<file path="src/rtl/fetch_prefetch_unit_if.sv">
// Bus bundle for the fetch/prefetch unit: instruction-memory request and
// response channels, the redirect input from execute, and the decode-side
// instruction channel. The master modport is the fetch unit's view.
interface fetch_prefetch_unit_if #(
    parameter int XLEN = 32,
    parameter int ILEN = 32
);
    logic            imem_req_valid;
    logic [XLEN-1:0] imem_req_addr;
    logic            imem_req_ready;
    logic            imem_rsp_valid;
    logic [ILEN-1:0] imem_rsp_data;
    logic            redirect_valid;
    logic [XLEN-1:0] redirect_pc;
    logic            if_valid;
    logic            if_ready;
    logic [ILEN-1:0] if_instr;
    logic [XLEN-1:0] if_pc;

    modport master (
        output imem_req_valid,
        output imem_req_addr,
        input  imem_req_ready,
        input  imem_rsp_valid,
        input  imem_rsp_data,
        input  redirect_valid,
        input  redirect_pc,
        output if_valid,
        input  if_ready,
        output if_instr,
        output if_pc
    );

    modport slave (
        input  imem_req_valid,
        input  imem_req_addr,
        output imem_req_ready,
        output imem_rsp_valid,
        output imem_rsp_data,
        output redirect_valid,
        output redirect_pc,
        input  if_valid,
        output if_ready,
        input  if_instr,
        input  if_pc
    );
endinterface

</file>
<file path="src/rtl/fetch_prefetch_unit.sv">
// Fetch/prefetch unit: issues sequential PCs to instruction memory, buffers
// in-order responses as {pc, instr} pairs and hands them to decode. A
// redirect flushes the buffer and discards responses still in flight.
// Credits (buffered + outstanding <= DEPTH) guarantee every in-flight
// response has a reserved buffer slot, so the FIFO never overflows.
module fetch_prefetch_unit #(
    parameter int              XLEN     = 32,
    parameter int              ILEN     = 32,
    parameter int              DEPTH    = 4,
    parameter logic [XLEN-1:0] RESET_PC = '0
) (
    input  logic                  clk,
    input  logic                  rst,
    fetch_prefetch_unit_if.master bus
);
    localparam int              PW      = $clog2(DEPTH);
    localparam int              CW      = PW + 1;
    localparam logic [CW:0]     DEPTH_W = (CW+1)'(DEPTH);

    logic [XLEN-1:0] fetch_pc;
    logic [XLEN-1:0] fifo_pc    [DEPTH];
    logic [ILEN-1:0] fifo_instr [DEPTH];
    logic [PW-1:0]   rd_ptr;
    logic [PW-1:0]   wr_ptr;
    logic [CW-1:0]   fifo_count;
    logic [CW-1:0]   outstanding;
    logic [CW-1:0]   drop_cnt;
    logic [XLEN-1:0] pcq        [DEPTH];
    logic [PW-1:0]   pcq_rd;
    logic [PW-1:0]   pcq_wr;

    logic [CW:0]     credit_used;
    logic            req_valid;
    logic            req_fire;
    logic            rsp_fire;
    logic            fifo_push;
    logic            fifo_pop;
    logic            fifo_nonempty;
    logic            out_valid;

    assign credit_used   = {1'b0, fifo_count} + {1'b0, outstanding};
    // Request only when out of reset, not redirecting, and a slot is reserved.
    assign req_valid     = rst && !bus.redirect_valid && (credit_used < DEPTH_W);
    assign req_fire      = req_valid && bus.imem_req_ready;
    // A response with nothing outstanding is a protocol violation and ignored.
    assign rsp_fire      = bus.imem_rsp_valid && (outstanding != '0);
    assign fifo_push     = rsp_fire && !bus.redirect_valid && (drop_cnt == '0);
    assign fifo_nonempty = (fifo_count != '0);
    assign out_valid     = fifo_nonempty && !bus.redirect_valid;
    assign fifo_pop      = out_valid && bus.if_ready;

    assign bus.imem_req_valid = req_valid;
    assign bus.imem_req_addr  = fetch_pc;
    assign bus.if_valid       = out_valid;
    assign bus.if_instr       = fifo_nonempty ? fifo_instr[rd_ptr] : '0;
    assign bus.if_pc          = fifo_nonempty ? fifo_pc[rd_ptr]    : '0;

    // Next fetch address: redirect target, or advance one word per issued request.
    always_ff @(posedge clk or negedge rst) begin
        if (!rst) begin
            fetch_pc <= RESET_PC;
        end else if (bus.redirect_valid) begin
            fetch_pc <= bus.redirect_pc;
        end else if (req_fire) begin
            fetch_pc <= fetch_pc + XLEN'(4);
        end
    end

    // In-flight request tracking; survives redirects so stale responses stay matched.
    always_ff @(posedge clk or negedge rst) begin
        if (!rst) begin
            outstanding <= '0;
            pcq_rd      <= '0;
            pcq_wr      <= '0;
        end else begin
            if (req_fire && !rsp_fire) begin
                outstanding <= outstanding + CW'(1);
            end else if (!req_fire && rsp_fire) begin
                outstanding <= outstanding - CW'(1);
            end
            if (req_fire) begin
                pcq_wr <= pcq_wr + PW'(1);
            end
            if (rsp_fire) begin
                pcq_rd <= pcq_rd + PW'(1);
            end
        end
    end

    // Addresses of in-flight requests, paired with responses as they return.
    always_ff @(posedge clk) begin
        if (req_fire) begin
            pcq[pcq_wr] <= fetch_pc;
        end
    end

    // Count of responses still to be discarded after the latest redirect.
    always_ff @(posedge clk or negedge rst) begin
        if (!rst) begin
            drop_cnt <= '0;
        end else if (bus.redirect_valid) begin
            drop_cnt <= outstanding - CW'(rsp_fire);
        end else if (rsp_fire && (drop_cnt != '0)) begin
            drop_cnt <= drop_cnt - CW'(1);
        end
    end

    // Prefetch FIFO pointers and occupancy; a redirect empties it.
    always_ff @(posedge clk or negedge rst) begin
        if (!rst) begin
            rd_ptr     <= '0;
            wr_ptr     <= '0;
            fifo_count <= '0;
        end else if (bus.redirect_valid) begin
            rd_ptr     <= '0;
            wr_ptr     <= '0;
            fifo_count <= '0;
        end else begin
            if (fifo_push) begin
                wr_ptr <= wr_ptr + PW'(1);
            end
            if (fifo_pop) begin
                rd_ptr <= rd_ptr + PW'(1);
            end
            if (fifo_push && !fifo_pop) begin
                fifo_count <= fifo_count + CW'(1);
            end else if (!fifo_push && fifo_pop) begin
                fifo_count <= fifo_count - CW'(1);
            end
        end
    end

    // FIFO payload storage; only read while the entry is valid.
    always_ff @(posedge clk) begin
        if (fifo_push) begin
            fifo_pc[wr_ptr]    <= pcq[pcq_rd];
            fifo_instr[wr_ptr] <= bus.imem_rsp_data;
        end
    end
endmodule

</file>
<file path="src/flat_wrapper.sv">
// flat-port wrapper written by rule: the top's interface ports become plain ports
module fetch_prefetch_unit_flat 
#(
    parameter int              XLEN     = 32,
    parameter int              ILEN     = 32,
    parameter int              DEPTH    = 4,
    parameter logic [XLEN-1:0] RESET_PC = '0
)
  (clk, rst, bus_imem_req_valid, bus_imem_req_addr, bus_imem_req_ready, bus_imem_rsp_valid, bus_imem_rsp_data, bus_redirect_valid, bus_redirect_pc, bus_if_valid, bus_if_ready, bus_if_instr, bus_if_pc);
  fetch_prefetch_unit_if #(.XLEN(XLEN), .ILEN(ILEN)) bus_i ();
  input  logic clk;
  input  logic rst;
  output wire logic [$bits(bus_i.imem_req_valid)-1:0] bus_imem_req_valid;
  output wire logic [$bits(bus_i.imem_req_addr)-1:0] bus_imem_req_addr;
  input wire logic [$bits(bus_i.imem_req_ready)-1:0] bus_imem_req_ready;
  input wire logic [$bits(bus_i.imem_rsp_valid)-1:0] bus_imem_rsp_valid;
  input wire logic [$bits(bus_i.imem_rsp_data)-1:0] bus_imem_rsp_data;
  input wire logic [$bits(bus_i.redirect_valid)-1:0] bus_redirect_valid;
  input wire logic [$bits(bus_i.redirect_pc)-1:0] bus_redirect_pc;
  output wire logic [$bits(bus_i.if_valid)-1:0] bus_if_valid;
  input wire logic [$bits(bus_i.if_ready)-1:0] bus_if_ready;
  output wire logic [$bits(bus_i.if_instr)-1:0] bus_if_instr;
  output wire logic [$bits(bus_i.if_pc)-1:0] bus_if_pc;
  assign bus_imem_req_valid = bus_i.imem_req_valid;
  assign bus_imem_req_addr = bus_i.imem_req_addr;
  assign bus_i.imem_req_ready = bus_imem_req_ready;
  assign bus_i.imem_rsp_valid = bus_imem_rsp_valid;
  assign bus_i.imem_rsp_data = bus_imem_rsp_data;
  assign bus_i.redirect_valid = bus_redirect_valid;
  assign bus_i.redirect_pc = bus_redirect_pc;
  assign bus_if_valid = bus_i.if_valid;
  assign bus_i.if_ready = bus_if_ready;
  assign bus_if_instr = bus_i.if_instr;
  assign bus_if_pc = bus_i.if_pc;
  fetch_prefetch_unit #(.XLEN(XLEN), .ILEN(ILEN), .DEPTH(DEPTH), .RESET_PC(RESET_PC)) u_core (.clk(clk), .rst(rst), .bus(bus_i));
endmodule
</file>
<file path="config.mk">
export PLATFORM = sky130hd
export DESIGN_NAME = fetch_prefetch_unit_flat
export DESIGN_NICKNAME = d
export VERILOG_FILES = /design/src/rtl/fetch_prefetch_unit_if.sv /design/src/rtl/fetch_prefetch_unit.sv /design/src/flat_wrapper.sv
export SDC_FILE = /design/constraint.sdc
export NUM_CORES = 1
export LEC_CHECK = 0
export ABC_AREA = 1
export CAP_MARGIN = 40
export CELL_PAD_IN_SITES_DETAIL_PLACEMENT = 1
export CELL_PAD_IN_SITES_GLOBAL_PLACEMENT = 2
export CORE_MARGIN = 1.5
export CORE_UTILIZATION = 35
export CTS_CLUSTER_DIAMETER = 60
export DETAILED_ROUTE_END_ITERATION = 8
export GPL_TIMING_DRIVEN = 0
export PLACE_DENSITY = 0.73
export SLEW_MARGIN = 20
export SYNTH_ARGS = -nofsm -noshare
export SYNTH_HDL_FRONTEND = slang
export SYNTH_SLANG_ARGS = --single-unit
export TNS_END_PERCENT = 1
</file>
<file path="constraint.sdc">
create_clock -name clk -period 4.2 [get_ports clk]
set_clock_uncertainty 0.05 [all_clocks]
set_input_delay 0.84 -clock clk [delete_from_list [all_inputs] [get_ports clk]]
set_output_delay 0.84 -clock clk [all_outputs]
set_load 0.05 [all_outputs]
</file>
[After elaboration in Yosys (flattened, before gate mapping)]
Memory sizes are Yosys's and may differ from the RTL's.
Cells that the tools add are included.
Storage, ports and cells
  flip-flop bits (word level): 49
  memory bits (writable): 384
  output and inout port bits: 98
  logic and storage cells: 71
  memories: 3
Memories
  u_core.fifo_instr: words 4, bits a word 32, read ports 1, clocked after Yosys merged registers in 0, write ports 1, RTL line fetch_prefetch_unit.sv:22  | logic [ILEN-1:0] fifo_instr [DEPTH];
  u_core.fifo_pc: words 4, bits a word 32, read ports 1, clocked after Yosys merged registers in 0, write ports 1, RTL line fetch_prefetch_unit.sv:21  | logic [XLEN-1:0] fifo_pc [DEPTH];
  u_core.pcq: words 4, bits a word 32, read ports 1, clocked after Yosys merged registers in 0, write ports 1, RTL line fetch_prefetch_unit.sv:28  | logic [XLEN-1:0] pcq [DEPTH];
Cells by class
  $add $sub $neg: 12
  $lt $le $gt $ge: 1
  multiplexer cells: 19
  reductions and logical operators: 28
Operators with widths (number)
  $mux W32: 4
  $add A32 B3 Y32 const B: 1
  $mux W3: 7
  $logic_and A1 B1 Y1: 13
  $reduce_bool A3 Y1: 4
  $reduce_bool A2 Y1: 5
  $sub A3 B1 Y3 const B: 3
  $add A2 B1 Y2 const B: 4
  $mux W2: 4
  $add A3 B1 Y3 const B: 2
  $logic_not A1 Y1: 5
  $add A3 B3 Y4: 1
  $lt A4 B3 Y1 const B: 1
  $mux W1: 4
  $logic_not A3 Y1: 1
  $sub A3 B1 Y3: 1

[Longest topological paths before layout]
Gate-level depths: netlist (run 1).
  depth after elaboration: 9
  depth in mapped cells: 13

[Worst setup path after synthesis (run 1)]
No wires, ideal clock.
  path type: input -> register
  from: in bus_redirect_valid
  to: mem u_core.fifo_instr[0][0], enable pin
  setup time: 0.486 ns
  arrival: 4.065 ns
  slack: -0.401 ns
  stages on the path: 6
  buffers on the path: 1
  cells stage by stage: buf_6 > clkinv_2 > nand3_2 > nor2_2 > inv_2 > nor2_1
Between the ends
  cells in the longest elaborated chain, start to end: 5
Ends and longest elaborated chain
  from (decl): RTL line flat_wrapper.sv:18  | input wire logic [$bits(bus_i.redirect_valid)-1:0] bus_redirect_valid;
  $logic_not A1 Y1: RTL line fetch_prefetch_unit.sv:47  | assign fifo_push = rsp_fire && !bus.redirect_valid && (drop_cnt == '0);
  $logic_and A1 B1 Y1 (2 in a row): RTL line fetch_prefetch_unit.sv:47
  $mux W1: RTL line fetch_prefetch_unit.sv:135  | if (fifo_push) begin
  $mux W1 (not written as such): RTL line fetch_prefetch_unit.sv:137  | fifo_instr[wr_ptr] <= bus.imem_rsp_data;
  to (decl): RTL line fetch_prefetch_unit.sv:22
No other way between the ends.

[Worst setup path in the final report (run 1)]
  from: reg u_core.rd_ptr[0]
  to: out bus_if_pc[7]
Between the ends
  cells in the longest elaborated chain, start to end: 2
Ends and longest elaborated chain
  from (decl): RTL line fetch_prefetch_unit.sv:23  | logic [PW-1:0] rd_ptr;
  from (signal assigned): RTL line fetch_prefetch_unit.sv:123  | rd_ptr <= rd_ptr + PW'(1);
  $mem_v2 Z4 W32
  $mux W32: RTL line fetch_prefetch_unit.sv:56  | assign bus.if_pc = fifo_nonempty ? fifo_pc[rd_ptr] : '0;
  to (decl): RTL line flat_wrapper.sv:23  | output wire logic [$bits(bus_i.if_pc)-1:0] bus_if_pc;
No other way between the ends.

==> results of run 1 <==
-- per-stage QoR --
step                cell area [sq um]  instances  worst slack (ns)  hold WS [ns]  setup TNS (ns)
finish                          22500       2543            0.0188        0.0683               0
global route                    22500       2543            -0.101        0.0480           -1.11
CTS                             22500       2543           -0.0534        0.0370          -0.302
detailed placement              21000       2457             0.513         0.520               0
global placement                20600       2440             -3.27         0.496        -1257.21
floorplan                       18100       1594            -0.401         0.447         -102.73
-- timing repair --
item / 4_1_cts / 5_1_grt
buffers inserted: 0 / 0
endpoints found under the setup margin: 25 / 36
gates cloned: 0 / 0
gates resized for setup: 14 / 11
-- power breakdown --
part	leakage [nW]	switching [mW]	internal [mW]
Combinational	3.27	4.10	1.58
Sequential	4.06	0.292	5.27
Clock	0.710	1.69	2.29
-- flip-flops by register name (all words and copies together), names as in the netlist --
signal,flops
u_core.fifo_count,3
u_core.outstanding,3
u_core.drop_cnt,3
u_core.rd_ptr,2
u_core.pcq,128
u_core.fifo_pc,128
u_core.pcq_wr,2
u_core.pcq_rd,2
u_core.fifo_instr,128
u_core.bus.imem_req_addr,32
u_core.wr_ptr,2
-- how the worst min path moves through the flow --
stage,end,from,slack (ns),depth (start not counted)
2_1_floorplan,u_core.fifo_count[0]$_DFFE_PN0P_,u_core.fifo_count[0]$_DFFE_PN0P_,0.45,2
3_3_place_gp,u_core.fifo_count[0]$_DFFE_PN0P_,u_core.fifo_count[0]$_DFFE_PN0P_,0.50,2
3_5_place_dp,u_core.fifo_count[0]$_DFFE_PN0P_,u_core.fifo_count[0]$_DFFE_PN0P_,0.52,2
4_1_cts,u_core.bus.imem_req_addr[23]$_DFFE_PN0P_,rst,0.04,1
5_1_grt,u_core.bus.imem_req_addr[15]$_DFFE_PN0P_,rst,0.05,1
6_report,u_core.bus.imem_req_addr[23]$_DFFE_PN0P_,rst,0.07,1
-- logic make-up after synthesis --
family,count (synthesis)
adder cells (fa/ha/maj),18
XOR/XNOR,17
multiplexers,1
flip-flops,433
buffers and inverters,142
AO/OA/AOI/OAI,309
AND/OR/NAND/NOR,674
-- per-layer routing --
metal  vias to the layer above  part of all wire (%)  track usage [%]
met3                        70                   3.3             2.43
li1                       5993                     -                -
met5                         -                     0                0
met1                      6204                    44             24.4
met4                         0                   2.3             5.94
met2                       242                    50             34.7
-- final cells by class --
| type | instances | area [sq um] | area share, % |
|---|---|---|---|
| flip-flops and latches | 433 | 12800 | 56.6 |
| plain buffers | 81 | 379 | 1.68 |
| well taps | 680 | 851 | 3.78 |
| multi-input cells | 1019 | 4770 | 21.2 |
| clock buffers | 58 | 1240 | 5.50 |
| clock inverters | 28 | 241 | 1.07 |
| repair buffers | 183 | 2060 | 9.16 |
| inverters | 61 | 230 | 1.02 |
-- critical path, cell delays in order (launching register included) --
cell and delay [ns]:
dfrtp_1 0.45, inv_2 0.14, buf_2 0.34, clkbuf_1 0.47
o21ai_0 0.21, a21oi_1 0.24, clkdlybuf4s50_1 0.84
-- layout by cell type (no fill, tap or decap), types with 23 or more instances in the layout --
master,synthesis,final
edfxtp_1,384,384
nor2_1,385,377
nand2_1,216,216
o21ai_0,202,202
clkdlybuf4s50_1,0,143
a21oi_1,66,66
inv_1,51,51
dfrtp_1,49,49
clkbuf_16,0,48
nand3_1,47,47
clkbuf_1,35,43
o22ai_1,32,32
buf_2,23,23
==> impl_metrics.env, run 1 <==
export IMPL_totalWireLength_mm=51.2
export IMPL_io_pins=168
export IMPL_synthArstFlopShare_pct=11.3
export IMPL_synth_cell_type_count=34
export IMPL_start_util_pct=35.3
export IMPL_synthAdderAreaFrac_pct=1.33
export IMPL_die_h_microns=230
export IMPL_r2r_cells=11
export IMPL_drc=0
export IMPL_syn_cell_area_sq_mm=0.0181
export IMPL_cts_tree="built"
export IMPL_drt_iter0_markers=706
export IMPL_ys_seq_elements=433
export IMPL_chipWidth_microns=230
export IMPL_power_mw=15.2
export IMPL_worstSetupPathType="flop to primary output"
export IMPL_fmaxAchievable_mhz=239
export IMPL_design_die_area_sq_mm=0.0530
export IMPL_crit_arrival_ns=3.29
export IMPL_critPathRequiredTime_ns=3.31
export IMPL_slew_viol_final=0
export IMPL_ant_nets=0
export IMPL_synth_cells=1594
export IMPL_io_buffers=166
export IMPL_cap_violations=0
export IMPL_wire_per_inst_microns=20.1
export IMPL_drt_pass1_iter_count=5
export IMPL_synthMuxAreaShare_pct=0.0554
export IMPL_antenna_found_initial=0
export IMPL_yosys_warnings=0
export IMPL_fin_crit_sh_pct=99.6
export IMPL_cts_hold_buf=0
export IMPL_synth_area_leaders="edfxtp_1 (64%), nor2_1 (8.0%), dfrtp_1 (6.8%)"
export IMPL_num_rows=83
export IMPL_ys_flop_type="edfxtp_1"
export IMPL_yosysTopAreaCellShare_pct=63.8
export IMPL_viasPerCell=4.92
export IMPL_fill_cells=5456
export IMPL_worst_slew_pin_slew_ns=0.845
export IMPL_path_clk_slew_ns=0.06
export IMPL_final_layout_size_suffix_gt1_share_pct=7.57
export IMPL_synth_xor_area_share_pct=0.824
export IMPL_rsz0062_at_grt="true"
export IMPL_r2r_slack_ns=1.32
export IMPL_synth_compound_area_share_pct=8.89
export IMPL_max_slew_margin_rel_pct=43.7
export IMPL_finalHoldViolCount=0
export IMPL_period_needed_ns=4.18
export IMPL_powerDensity_mw_per_mm2=675
export IMPL_grt_pass1_vias=13411
export IMPL_clock_sinks=433
export IMPL_cts_root_buf="clkbuf_16"
export IMPL_setup_viol=0
export IMPL_endpoint="bus_if_pc[7]"
export IMPL_antenna_cells=0
export IMPL_synth_simple_area_share_pct=14.9
export IMPL_fin_nets=1914
export IMPL_synth_top_area_cell="edfxtp_1"
export IMPL_clk_latency_ns=0.58
export IMPL_hold_class="input port to async pin"
export IMPL_via_count=12509
export IMPL_leakagePower_nw=8.04
export IMPL_timing_rr_end="u_core.outstanding[2]$_DFFE_PN0P_"
export IMPL_peakVddDrop_uv=352
export IMPL_numCtsBuffers=47
export IMPL_synth_common_cells="nor2_1 (385), edfxtp_1 (384), nand2_1 (216), o21ai_0 (202), a21oi_1 (66)"
export IMPL_synth_most_common_cell="nor2_1"
export IMPL_ys_seq_area_share_pct=70.6
export IMPL_grt_pass1_wl_mm=78.3
export IMPL_gr_total_overflow=0
export IMPL_syn_avg_cell_area_sq_um=11.3
export IMPL_place_hpwl_mm=35.6
export IMPL_path_max_fanout=10
export IMPL_synth_edff_count=384
export IMPL_startpoint="u_core.rd_ptr[0]$_DFFE_PN0P_"
export IMPL_globalRouteTotalUtil_pct=19.4
export IMPL_status="completed"
export IMPL_core_sq_mm=0.0512
export IMPL_grt_start_max_net_pins=41
export IMPL_cts_max_path_buffers=3
export IMPL_synth_nets=1682
export IMPL_syn2layout_area_growth_pct=24.7
export IMPL_final_util_pct=44.0
export IMPL_gp_congestion=0.839
export IMPL_critPathCaptureType="primary output"
export IMPL_cp_start_kind="flop"
export IMPL_htreeDepth=2
export IMPL_r2r_start="u_core.outstanding[1]$_DFFE_PN0P_"
export IMPL_synth_top_family_by_area="simple AND/OR/NAND/NOR gates"
No activity file was read; power rests on OpenSTA's default activity.
==> inputs of run 2 (changes only) <==
CAP_MARGIN = not set   (was 40)
CTS_CLUSTER_SIZE = 40   (was not set)
PLACE_DENSITY = 0.77   (was 0.73)
==> impl_metrics.env, run 2 (synthesis results as in run 1) <==
export IMPL_status="completed"
export IMPL_r2r_start="u_core.outstanding[1]$_DFFE_PN0P_"
export IMPL_cts_max_path_buffers=3
export IMPL_num_rows=83
export IMPL_postCtsSetupBuffers=0
export IMPL_swShare_pct=41.5
export IMPL_timing_rr_end="u_core.outstanding[2]$_DFFE_PN0P_"
export IMPL_crit_chain="inv_2, buf_2, clkbuf_1, o21ai_0, a21oi_1, clkdlybuf4s50_1"
export IMPL_setup_viol=0
export IMPL_r2r_slack_ns=1.38
export IMPL_numCtsBuffers=37
export IMPL_critPathCaptureType="primary output"
export IMPL_intPower_mw=8.69
export IMPL_viasPerCell=4.97
export IMPL_worst_slew_pin_slew_ns=0.790
export IMPL_drt_iter0_markers=750
export IMPL_ant_nets=0
export IMPL_drc=0
export IMPL_die_h_microns=230
export IMPL_cp_slowest_cell="clkdlybuf4s50_1"
export IMPL_final_common_cell="edfxtp_1"
export IMPL_r2r_cells=11
export IMPL_peakVddDrop_uv=297
export IMPL_cts_tree="built"
export IMPL_leakagePower_nw=7.85
export IMPL_seqPwrFrac_pct=37.3
export IMPL_design_die_area_sq_mm=0.0530
export IMPL_cts_root_buf="clkbuf_16"
export IMPL_hold_ws_ns=0.0539
export IMPL_worstSetupPathType="flop to primary output"
export IMPL_globalRouteTotalUtil_pct=19.3
export IMPL_dp_cells=2457
export IMPL_chipWidth_microns=230
export IMPL_rsz0062_at_grt="true"
export IMPL_antenna_cells=0
export IMPL_critPathRequiredTime_ns=3.31
export IMPL_layout_common_cells="edfxtp_1 (384), nor2_1 (377), nand2_1 (216)"
export IMPL_top_regs="u_core.fifo_instr (128), u_core.fifo_pc (128), u_core.pcq (128)"
export IMPL_endpoint="bus_if_instr[4]"
export IMPL_power_switching_mw=6.17
export IMPL_totalWireLength_mm=50.7
export IMPL_via_count=12529
export IMPL_grt_pass1_wl_mm=78.0
export IMPL_fill_cells=5494
export IMPL_wire_per_inst_microns=20.1
export IMPL_hold_class="input port to async pin"
export IMPL_gp_congestion=0.807
export IMPL_fin_nets=1904
export IMPL_clk_latency_ns=0.57
export IMPL_place_hpwl_mm=35.3
export IMPL_period_needed_ns=4.04
export IMPL_core_sq_mm=0.0512
export IMPL_grt_start_max_net_pins=44
export IMPL_cap_violations=0
export IMPL_layout_cells_non_filler=2523
export IMPL_io_buffers=166
export IMPL_path_max_fanout=10
export IMPL_clock_sinks=433
export IMPL_gr_total_overflow=0
export IMPL_final_layout_size_suffix_gt1_share_pct=7.54
export IMPL_drt_pass1_iter_count=5
export IMPL_start_util_pct=35.3
export IMPL_cp_start_kind="flop"
export IMPL_crit_arrival_ns=3.15
export IMPL_finalHoldViolCount=0
export IMPL_antenna_found_initial=0
export IMPL_combPwrFrac_pct=38.6
export IMPL_clockPowerShare_pct=24.1
export IMPL_fin_crit_sh_pct=96.3
export IMPL_max_slew_margin_rel_pct=47.4
export IMPL_max_stage_delay_ns=0.85
export IMPL_power_mw=14.9
export IMPL_fmaxAchievable_mhz=247
export IMPL_slew_viol_final=0
export IMPL_grt_pass1_vias=13547
export IMPL_startpoint="u_core.rd_ptr[0]$_DFFE_PN0P_"
export IMPL_syn2layout_area_growth_pct=23.6
export IMPL_io_pins=168
export IMPL_htreeDepth=2
export IMPL_path_clk_slew_ns=0.08
export IMPL_powerDensity_mw_per_mm2=665
-- run 2: cell types whose count changed in the layout (fill, tap and decap cells not counted), moves of 3 or more --
| cell | change |
|---|---|
| clkdlybuf4s50_1 | +16 |
| clkbuf_16 | -9 |
| dlygate4sd2_1 | -9 |
| clkbuf_2 | +4 |
| inv_8 | +4 |
| clkinv_2 | -7 |
| clkinv_8 | +5 |
| bufinv_16 | -3 |
| clkinv_1 | -5 |
| dlymetal6s2s_1 | -7 |
| clkbuf_1 | -13 |
-- run 2: how the worst min path moves through the flow --
| stage | cells past startpoint | to | slack, ns | startpoint |
|---|---|---|---|---|
| after global placement | 2 | u_core.fifo_count[0]$_DFFE_PN0P_ | 0.50 | u_core.fifo_count[0]$_DFFE_PN0P_ |
| after detailed placement | 2 | u_core.fifo_count[0]$_DFFE_PN0P_ | 0.52 | u_core.fifo_count[0]$_DFFE_PN0P_ |
| after CTS | 1 | u_core.bus.imem_req_addr[29]$_DFFE_PN0P_ | 0.02 | rst |
| final | 1 | u_core.bus.imem_req_addr[29]$_DFFE_PN0P_ | 0.05 | rst |
| after floorplan | 2 | u_core.fifo_count[0]$_DFFE_PN0P_ | 0.45 | u_core.fifo_count[0]$_DFFE_PN0P_ |
| after global routing | 1 | u_core.bus.imem_req_addr[29]$_DFFE_PN0P_ | 0.04 | rst |
-- run 2: timing repair --
item	CTS	global route
gates resized for setup	8	6
endpoints found under the setup margin	10	8
hold buffers	0	0
endpoints found under the hold margin	0	0
-- run 2: layout make-up --
| cell class | count | area (sq um) | area share, % |
|---|---|---|---|
| multi-input combinational | 1019 | 4770 | 21.3 |
| clock buffer | 40 | 980 | 4.38 |
| timing repair buffer | 183 | 2080 | 9.30 |
| buffer | 81 | 384 | 1.72 |
| inverter | 61 | 230 | 1.03 |
| tap | 680 | 851 | 3.81 |
| clock inverter | 26 | 298 | 1.33 |
| sequential | 433 | 12800 | 57.1 |
-- run 2: worst max-delay path, delay by kind of cell, from the launching register on --
family / cells / cell delay, ns
flip-flops: 1 / 0.44
AO/OA/AOI/OAI: 2 / 0.40
buffers and inverters: 4 / 1.75
-- run 2: stage by stage --
step           area (sq um)  TNS [ns]  utilization [%]  setup slack (ns)
5_1_grt               22300  -0.00322             43.6          -0.00250
4_1_cts               22300         0             43.6            0.0197
3_3_place_gp          20600  -1257.54             40.2             -3.30
2_1_floorplan         18100   -102.73                -            -0.401
3_5_place_dp          21100         0             41.1             0.470
6_report              22300         0             43.6             0.157
-- run 2: power groups by stage --
stage	sequential (mW)	combinational (mW)	clock (mW)
3_3_place_gp	5.65	5.61	0
4_1_cts	5.55	5.82	3.67
6_report	5.55	5.74	3.58
2_1_floorplan	5.73	3.43	0
5_1_grt	5.59	6.19	3.80
3_5_place_dp	5.65	5.82	0
-- run 2: layer usage --
metal	part of all wire (%)	GRT usage [%]	wire length (microns)
met5	0	0	0
met2	50	33.9	25100
met3	3.4	2.88	1740
met1	44	24.2	22500
met4	2.7	6.56	1370
